$ cat src/rtl/elevator_pkg.sv
// Shared state/direction types and SCAN look-ahead helpers for the elevator car controller.
package elevator_pkg;

  localparam int unsigned NUM_FLOORS_DEF = 5;
  localparam int unsigned FLOOR_W        = $clog2(NUM_FLOORS_DEF);
  localparam int unsigned MAX_FLOORS     = 16;
  localparam int unsigned MAX_FLOOR_W    = 4;

  typedef enum logic [2:0] {
    IDLE      = 3'd0,
    MOVE_UP   = 3'd1,
    MOVE_DOWN = 3'd2,
    DOOR_OPEN = 3'd3,
    CLOSING   = 3'd4
  } state_e;

  typedef enum logic {
    DIR_UP   = 1'b0,
    DIR_DOWN = 1'b1
  } dir_e;

  // Callers zero-extend their pending vector and floor to the widest supported building.
  function automatic logic calls_above(input logic [MAX_FLOORS-1:0]  pend,
                                       input logic [MAX_FLOOR_W-1:0] floor);
    logic hit;
    hit = 1'b0;
    for (int i = 0; i < int'(MAX_FLOORS); i++) begin
      if (i > int'(floor) && pend[i]) hit = 1'b1;
    end
    return hit;
  endfunction

  function automatic logic calls_below(input logic [MAX_FLOORS-1:0]  pend,
                                       input logic [MAX_FLOOR_W-1:0] floor);
    logic hit;
    hit = 1'b0;
    for (int i = 0; i < int'(MAX_FLOORS); i++) begin
      if (i < int'(floor) && pend[i]) hit = 1'b1;
    end
    return hit;
  endfunction

endpackage

$ cat src/rtl/elevator_call_scheduler_door_timer.sv
// Door dwell down-counter: load on door entry, reload on re-request, force-expire on close.
module elevator_door_timer #(
  parameter int unsigned DOOR_CYCLES = 8
) (
  input  logic clk,
  input  logic rst,
  input  logic load_i,
  input  logic reload_i,
  input  logic force_i,
  input  logic hold_i,
  output logic expired_o
);

  localparam int unsigned CW = $clog2(DOOR_CYCLES + 1);

  logic [CW-1:0] cnt_q, cnt_d;

  // A reload always wins; a close request expires the dwell in the same cycle it is seen.
  assign expired_o = !reload_i && (force_i || cnt_q == '0);

  always_comb begin
    cnt_d = cnt_q;
    if (hold_i)                cnt_d = cnt_q;
    else if (load_i)           cnt_d = CW'(DOOR_CYCLES - 1);
    else if (reload_i)         cnt_d = CW'(DOOR_CYCLES);
    else if (force_i)          cnt_d = '0;
    else if (cnt_q != '0)      cnt_d = cnt_q - CW'(1);
  end

  always_ff @(posedge clk) begin
    if (rst) cnt_q <= '0;
    else     cnt_q <= cnt_d;
  end

endmodule

$ cat src/rtl/elevator_call_scheduler.sv
// SCAN car controller: latches floor calls, moves the car and sequences the door.
// Optional emergency stop freeze is built when ELEV_ESTOP_EN is defined.
module elevator_call_scheduler
  import elevator_pkg::*;
#(
  parameter int unsigned NUM_FLOORS    = NUM_FLOORS_DEF,
  parameter int unsigned TRAVEL_CYCLES = 4,
  parameter int unsigned DOOR_CYCLES   = 8
) (
  input  logic                          clk,
  input  logic                          rst,
`ifdef ELEV_ESTOP_EN
  input  logic                          estop,
`endif
  input  logic [NUM_FLOORS-1:0]         call_req,
  input  logic                          door_open_req,
  input  logic                          door_close_req,
  output logic [$clog2(NUM_FLOORS)-1:0] cur_floor,
  output logic [NUM_FLOORS-1:0]         pending,
  output logic                          up,
  output logic                          down,
  output logic                          open,
  output logic                          close,
  output logic                          idle
);

  localparam int unsigned FW = $clog2(NUM_FLOORS);
  localparam int unsigned TW = $clog2(TRAVEL_CYCLES + 1);

  state_e                state_q, state_d;
  dir_e                  dir_q, dir_d;
  logic [FW-1:0]         cur_floor_q, floor_d;
  logic [TW-1:0]         travel_q, travel_d;
  logic [NUM_FLOORS-1:0] pending_q, pending_d, pend_now;
  logic                  up_q, down_q, open_q, idle_q;

  logic door_load, door_reload, door_force, door_expired;
  logic halt;
  logic above_here, below_here, ahead_next;

`ifdef ELEV_ESTOP_EN
  assign halt = estop;
`else
  assign halt = 1'b0;
`endif

  assign pend_now   = pending_q | call_req;
  assign above_here = calls_above(MAX_FLOORS'(pending_q), MAX_FLOOR_W'(cur_floor_q));
  assign below_here = calls_below(MAX_FLOORS'(pending_q), MAX_FLOOR_W'(cur_floor_q));

  elevator_door_timer #(
    .DOOR_CYCLES(DOOR_CYCLES)
  ) u_door_timer (
    .clk      (clk),
    .rst      (rst),
    .load_i   (door_load),
    .reload_i (door_reload),
    .force_i  (door_force),
    .hold_i   (halt),
    .expired_o(door_expired)
  );

  // NOTE: every combinational output gets a default first so no path can infer a latch.
  always_comb begin
    state_d     = state_q;
    dir_d       = dir_q;
    floor_d     = cur_floor_q;
    travel_d    = travel_q;
    door_reload = 1'b0;
    door_force  = 1'b0;
    ahead_next  = 1'b0;

    unique case (state_q)
      IDLE: begin
        if (pending_q[cur_floor_q] || door_open_req)   state_d = DOOR_OPEN;
        else if (dir_q == DIR_UP && above_here)        state_d = MOVE_UP;
        else if (dir_q == DIR_DOWN && below_here)      state_d = MOVE_DOWN;
        else if (above_here) begin
          dir_d   = DIR_UP;
          state_d = MOVE_UP;
        end else if (below_here) begin
          dir_d   = DIR_DOWN;
          state_d = MOVE_DOWN;
        end
      end

      MOVE_UP, MOVE_DOWN: begin
        if (travel_q == TW'(TRAVEL_CYCLES - 1)) begin
          travel_d = '0;
          floor_d  = (state_q == MOVE_UP) ? cur_floor_q + FW'(1) : cur_floor_q - FW'(1);
          ahead_next = (state_q == MOVE_UP)
                     ? calls_above(MAX_FLOORS'(pending_q), MAX_FLOOR_W'(floor_d))
                     : calls_below(MAX_FLOORS'(pending_q), MAX_FLOOR_W'(floor_d));
          // A call landing on the arrival cycle still stops the car there.
          if (pend_now[floor_d])  state_d = DOOR_OPEN;
          else if (!ahead_next)   state_d = IDLE;
        end else begin
          travel_d = travel_q + TW'(1);
        end
      end

      DOOR_OPEN: begin
        door_reload = door_open_req || call_req[cur_floor_q];
        door_force  = door_close_req;
        if (door_expired) state_d = CLOSING;
      end

      CLOSING: begin
        if (door_open_req || pending_q[cur_floor_q]) state_d = DOOR_OPEN;
        else                                         state_d = IDLE;
      end

      default: state_d = IDLE;
    endcase

`ifdef ELEV_ESTOP_EN
    if (estop) begin
      state_d     = state_q;
      dir_d       = dir_q;
      floor_d     = cur_floor_q;
      travel_d    = travel_q;
      door_reload = 1'b0;
      door_force  = 1'b0;
    end
`endif

    door_load = (state_d == DOOR_OPEN) && (state_q != DOOR_OPEN);

    // The served floor's call is dropped while the door is (or becomes) open there.
    pending_d = pend_now;
    if (state_d == DOOR_OPEN) pending_d[floor_d] = 1'b0;
  end

  // NOTE: state registers use non-blocking assignments so all flops update from the same pre-edge values.
  always_ff @(posedge clk) begin
    if (rst) begin
      state_q     <= IDLE;
      dir_q       <= DIR_UP;
      cur_floor_q <= '0;
      travel_q    <= '0;
      pending_q   <= '0;
      up_q        <= 1'b0;
      down_q      <= 1'b0;
      open_q      <= 1'b0;
      idle_q      <= 1'b1;
    end else begin
      state_q     <= state_d;
      dir_q       <= dir_d;
      cur_floor_q <= floor_d;
      travel_q    <= travel_d;
      pending_q   <= pending_d;
      up_q        <= (state_d == MOVE_UP) && !halt;
      down_q      <= (state_d == MOVE_DOWN) && !halt;
      open_q      <= (state_d == DOOR_OPEN);
      idle_q      <= (state_d == IDLE) && (pending_d == '0);
    end
  end

  assign cur_floor = cur_floor_q;
  assign pending   = pending_q;
  assign up        = up_q;
  assign down      = down_q;
  assign open      = open_q;
  assign close     = ~open_q;
  assign idle      = idle_q;

endmodule
$ cat config.mk
export PLATFORM = sky130hd
export DESIGN_NAME = elevator_call_scheduler
export DESIGN_NICKNAME = d
export VERILOG_FILES = /design/src/rtl/elevator_pkg.sv /design/src/rtl/elevator_call_scheduler_door_timer.sv /design/src/rtl/elevator_call_scheduler.sv
export SDC_FILE = /design/constraint.sdc
export NUM_CORES = 1
export LEC_CHECK = 0
export CORE_ASPECT_RATIO = 0.5
export CORE_MARGIN = 2
export CORE_UTILIZATION = 35
export CTS_CLUSTER_SIZE = 8
export DETAILED_ROUTE_END_ITERATION = 16
export PLACE_DENSITY = 0.55
export SLEW_MARGIN = 20
export SYNTH_ARGS = -nofsm -noshare
export SYNTH_HDL_FRONTEND = slang
export SYNTH_SLANG_ARGS = --single-unit
$ cat constraint.sdc
create_clock -name clk -period 2.6 [get_ports clk]
set_input_delay 0.52 -clock clk [delete_from_list [all_inputs] [get_ports clk]]
set_output_delay 0.52 -clock clk [all_outputs]
set_load 0.1 [all_outputs]
==> metrics.md <==
| Metric | Value |
|---|---|
| Outcome | finished clean |
| CP Capture Type | flip-flop |
| Critical-path cell list | clkdlybuf4s50_1 > a41o_1 > a211o_1 > a221oi_2 > o211ai_4 > a311o_1 > nor4_2 > a41o_1 |
| Post-Place Setup Slack | -0.177 ns |
| Final core utilization | 0.484 |
| Combinational share of power | 0.613 |
| Final Net Count | 265 |
| Mean Syn Cell Area | 8.01 um2 |
| Clk network pwr share | 0.121 |
| Fmax achieved | 390 MHz |
| Port Buf Inserts | 21 |
| Pre-Repair DR Iteration Count | 4 |
| Max Clock Skew | 0.0100 ns |
| Max IR drop VDD | 335 uV |
| Met3 WL | 180 um |
| Clock buffer depth | 2 |
| Switching share of power | 0.463 |
| Tot GR Track Use | 0.175 |
| CP max stage delay | 0.44 ns |
| Starting Density | 0.364 |
| Core area | 4380 um2 |
| Synthesized-area fraction occupied by adder cells | 0.0628 |
| Flops & latches, synth | 23 |
| DR top layer | met4 |
| Vias | 1592 |
| Pin count of the biggest net entering global routing | 14 |
| CTS tree | done |
| H-tree Lvls | 1 |
| Req. time, crit path | 2.82 ns |
| Critical path startpoint category | input port |
| Hold Path Class | reg2reg |
| CP Class | in2reg |
| DP HPWL | 3310 um |
| PwrDens | 883 nW/um2 |
| Post-synth EDFFs | 0 |
| Global placer's final weighted congestion | 0.835 |
| Non-filler instance count after layout | 304 |
| Routed WL | 4200 um |
| Die W | 99.4 um |
| Met1 Wirelength | 2160 um |
| Chip height | 51.7 um |
| Synth cell types | 52 |
| # IOs | 22 |
| DR vias/cell | 5.24 |
| Peak fanout along the critical path | 3 |
| Async SR Flop Fraction | 0 |
| Max Slew Vio Count | 0 |
| Clk_lat worst skew | 0.27 ns |
| Largest family of logic cells by synthesized area | simple AND/OR/NAND/NOR gates |
| Vias in the first global route | 1415 |
| Post-synthesis compound-gate area fraction | 0.211 |
| Max-cap viol count | 0 |
| Fillcell total | 429 |
| P_int | 1.01 mW |
| Largest delay share family, worst path | compound AO/OA/AOI/OAI gates |
| Sw power | 868 uW |
| Synth Flop Type | dfxtp_1 |
| Ant diodes | 0 |
| Xor/xnor share of the synthesized area | 0.0487 |
| Crit share post-route | 0.986 |
| Share of cells above drive strength 1 | 0.247 |
| Most used cell, CP | a41o_1 |
| Antenna violations before repair | 0 |
| Initial DRC count | 87 |
| Syn-to-layout area delta | 33.1% |
| Drc violations | 0 |
| Mapped Area | 1590 um2 |
| DR WL met2 | 1810 um |
| Worst EP arrival | 2.79 ns |
| Worst Setup Slack, final | 0.0357 ns |
| Leakage power | 0.898 nW |
| Clock Tree Root | clkbuf_8 |
| Clk sinks | 23 |
| Mux cell area share after synthesis | 0.0542 |
| CP bufs+invs | 1 |
| Slew Limit Headroom | 0.543 |
| Row Count | 17 |
| Final setup fails | 0 |
| Final instance area | 2120 um2 |
| Worst Max-Slew Pin Slew | 0.678 ns |
| Fin. Hold Viols | 0 |
| Full die area | 5140 um2 |
| Final total power | 1.87 mW |
| Dpl cell area | 2020 um2 |
| Clock-pin slew on the worst setup and hold paths | 0.09 ns |
| Routed Antenna Nets | 0 |
| Post-layout min period | 2.56 ns |
| Syn. warnings | 0 |
| Remaining Overflow, GRT | 0 |
| First-pass GRT wire length | 6850 um |
| Synth Area in Simple Gates | 0.266 |
| Syn Inst Count | 199 |
| Sequential power share | 0.266 |
| Wire per inst | 13.8 um |
| Placed cells | 296 |
| Total CTS buffers | 3 |
| Worst path slowest cell | clkdlybuf4s50_1 |
| Register area share after synthesis | 0.289 |
| Syn Nets | 216 |
[Yosys cell counts (4+ instances only)]
| master | number | area share |
|---|---|---|
| a21oi_1 | 9 | 0.028 |
| dfxtp_1 | 23 | 0.29 |
| ha_1 | 8 | 0.063 |
| inv_1 | 10 | 0.024 |
| mux2i_1 | 6 | 0.038 |
| nand2_1 | 15 | 0.035 |
| nand2b_1 | 5 | 0.020 |
| nand3_1 | 4 | 0.013 |
| nor2_1 | 26 | 0.061 |
| nor3_1 | 14 | 0.044 |
| o21ai_0 | 15 | 0.047 |
| xnor2_1 | 7 | 0.038 |
[final cells by class]
type                       instances  area, um2  share of cell area
clock buffer                       3       41.3              0.0195
clock inverter                     1       5.00             0.00236
timing repair buffer              53        438               0.206
tap                               57       71.3              0.0336
inverter                          11       41.3              0.0195
multi-input combinational        156       1060               0.498
sequential                        23        469               0.221
[cells in the final DEF (no fill, tap or decap), types with 6 or more instances in the layout]
| master | n |
|---|---|
| xnor2_1 | 7 |
| mux2i_1 | 6 |
| a21oi_1 | 9 |
| dfxtp_1 | 20 |
| inv_1 | 10 |
| ha_1 | 7 |
| nand2_1 | 15 |
| nor2_1 | 26 |
| nor3_1 | 14 |
| o21ai_0 | 15 |
| buf_4 | 44 |
[kinds of logic (layout without fill, tap and decap cells)]
group,after synthesis,in the layout
AO/OA/AOI/OAI,49,49
AND/OR/NAND/NOR,83,83
multiplexers,8,8
buffers and inverters,20,68
flip-flops,23,23
adder cells (fa/ha/maj),8,8
XOR/XNOR,8,8
[registers in the layout, summed over array words and instances, names as in the netlist]
| register | cells |
|---|---|
| u_door_timer.cnt_q | 4 |
| state_q | 3 |
| dir_q | 1 |
| up | 1 |
| travel_q | 3 |
| cur_floor | 3 |
| down | 1 |
| idle | 1 |
| open | 1 |
| pending | 5 |
[worst reg2reg max path, delay by kind of cell, from the launching register on]
family | cells | cell delay, ns
and+or+nand+nor | 2 | 0.43
muxes | 1 | 0.34
DFF | 1 | 0.42
buffers and inverters | 1 | 0.10
AOI/OAI and AO/OA | 3 | 0.65
xor gates and xnor gates | 1 | 0.18
adders and majority gates | 1 | 0.32
[final timing paths]
| kind | start | to | slack [ns] | cells after the start |
|---|---|---|---|---|
| max reg2reg | cur_floor[0] | idle | 0.11 | 9 |
| min reg2reg | travel_q[2] | travel_q[2] | 0.45 | 2 |
| max | door_open_req | idle | 0.04 | 8 |
| min | travel_q[2] | travel_q[2] | 0.45 | 2 |
[repair_timing]
item                                    CTS  global route
buffers inserted                          0             4
gates resized for setup                   0             4
hold buffers                              0             0
endpoints found under the setup margin    0             1
[per-layer routing]
layer	up-vias	track usage
met2	29	0.276
met5	-	0
met3	4	0.0376
li1	815	-
met1	744	0.244
met4	0	0.0479
[power by group through the flow]
stage | Sequential (mW) | Clock [mW] | Combinational (mW)
after floorplan | 0.697 | 0 | 0.613
after global placement | 0.504 | 0 | 1.09
after detailed placement | 0.509 | 0 | 1.09
after CTS | 0.500 | 0.235 | 1.10
after global routing | 0.513 | 0.249 | 1.25
final | 0.498 | 0.227 | 1.15
[per-stage QoR]
step / hold slack, ns / setup TNS, ns
global placement: 0.431 / -0.673
CTS: 0.454 / 0
detailed placement: 0.441 / -0.595
finish: 0.449 / 0
global route: 0.486 / -0.00473
floorplan: 0.421 / -0.0166
Power figures use the tool's default switching activity.
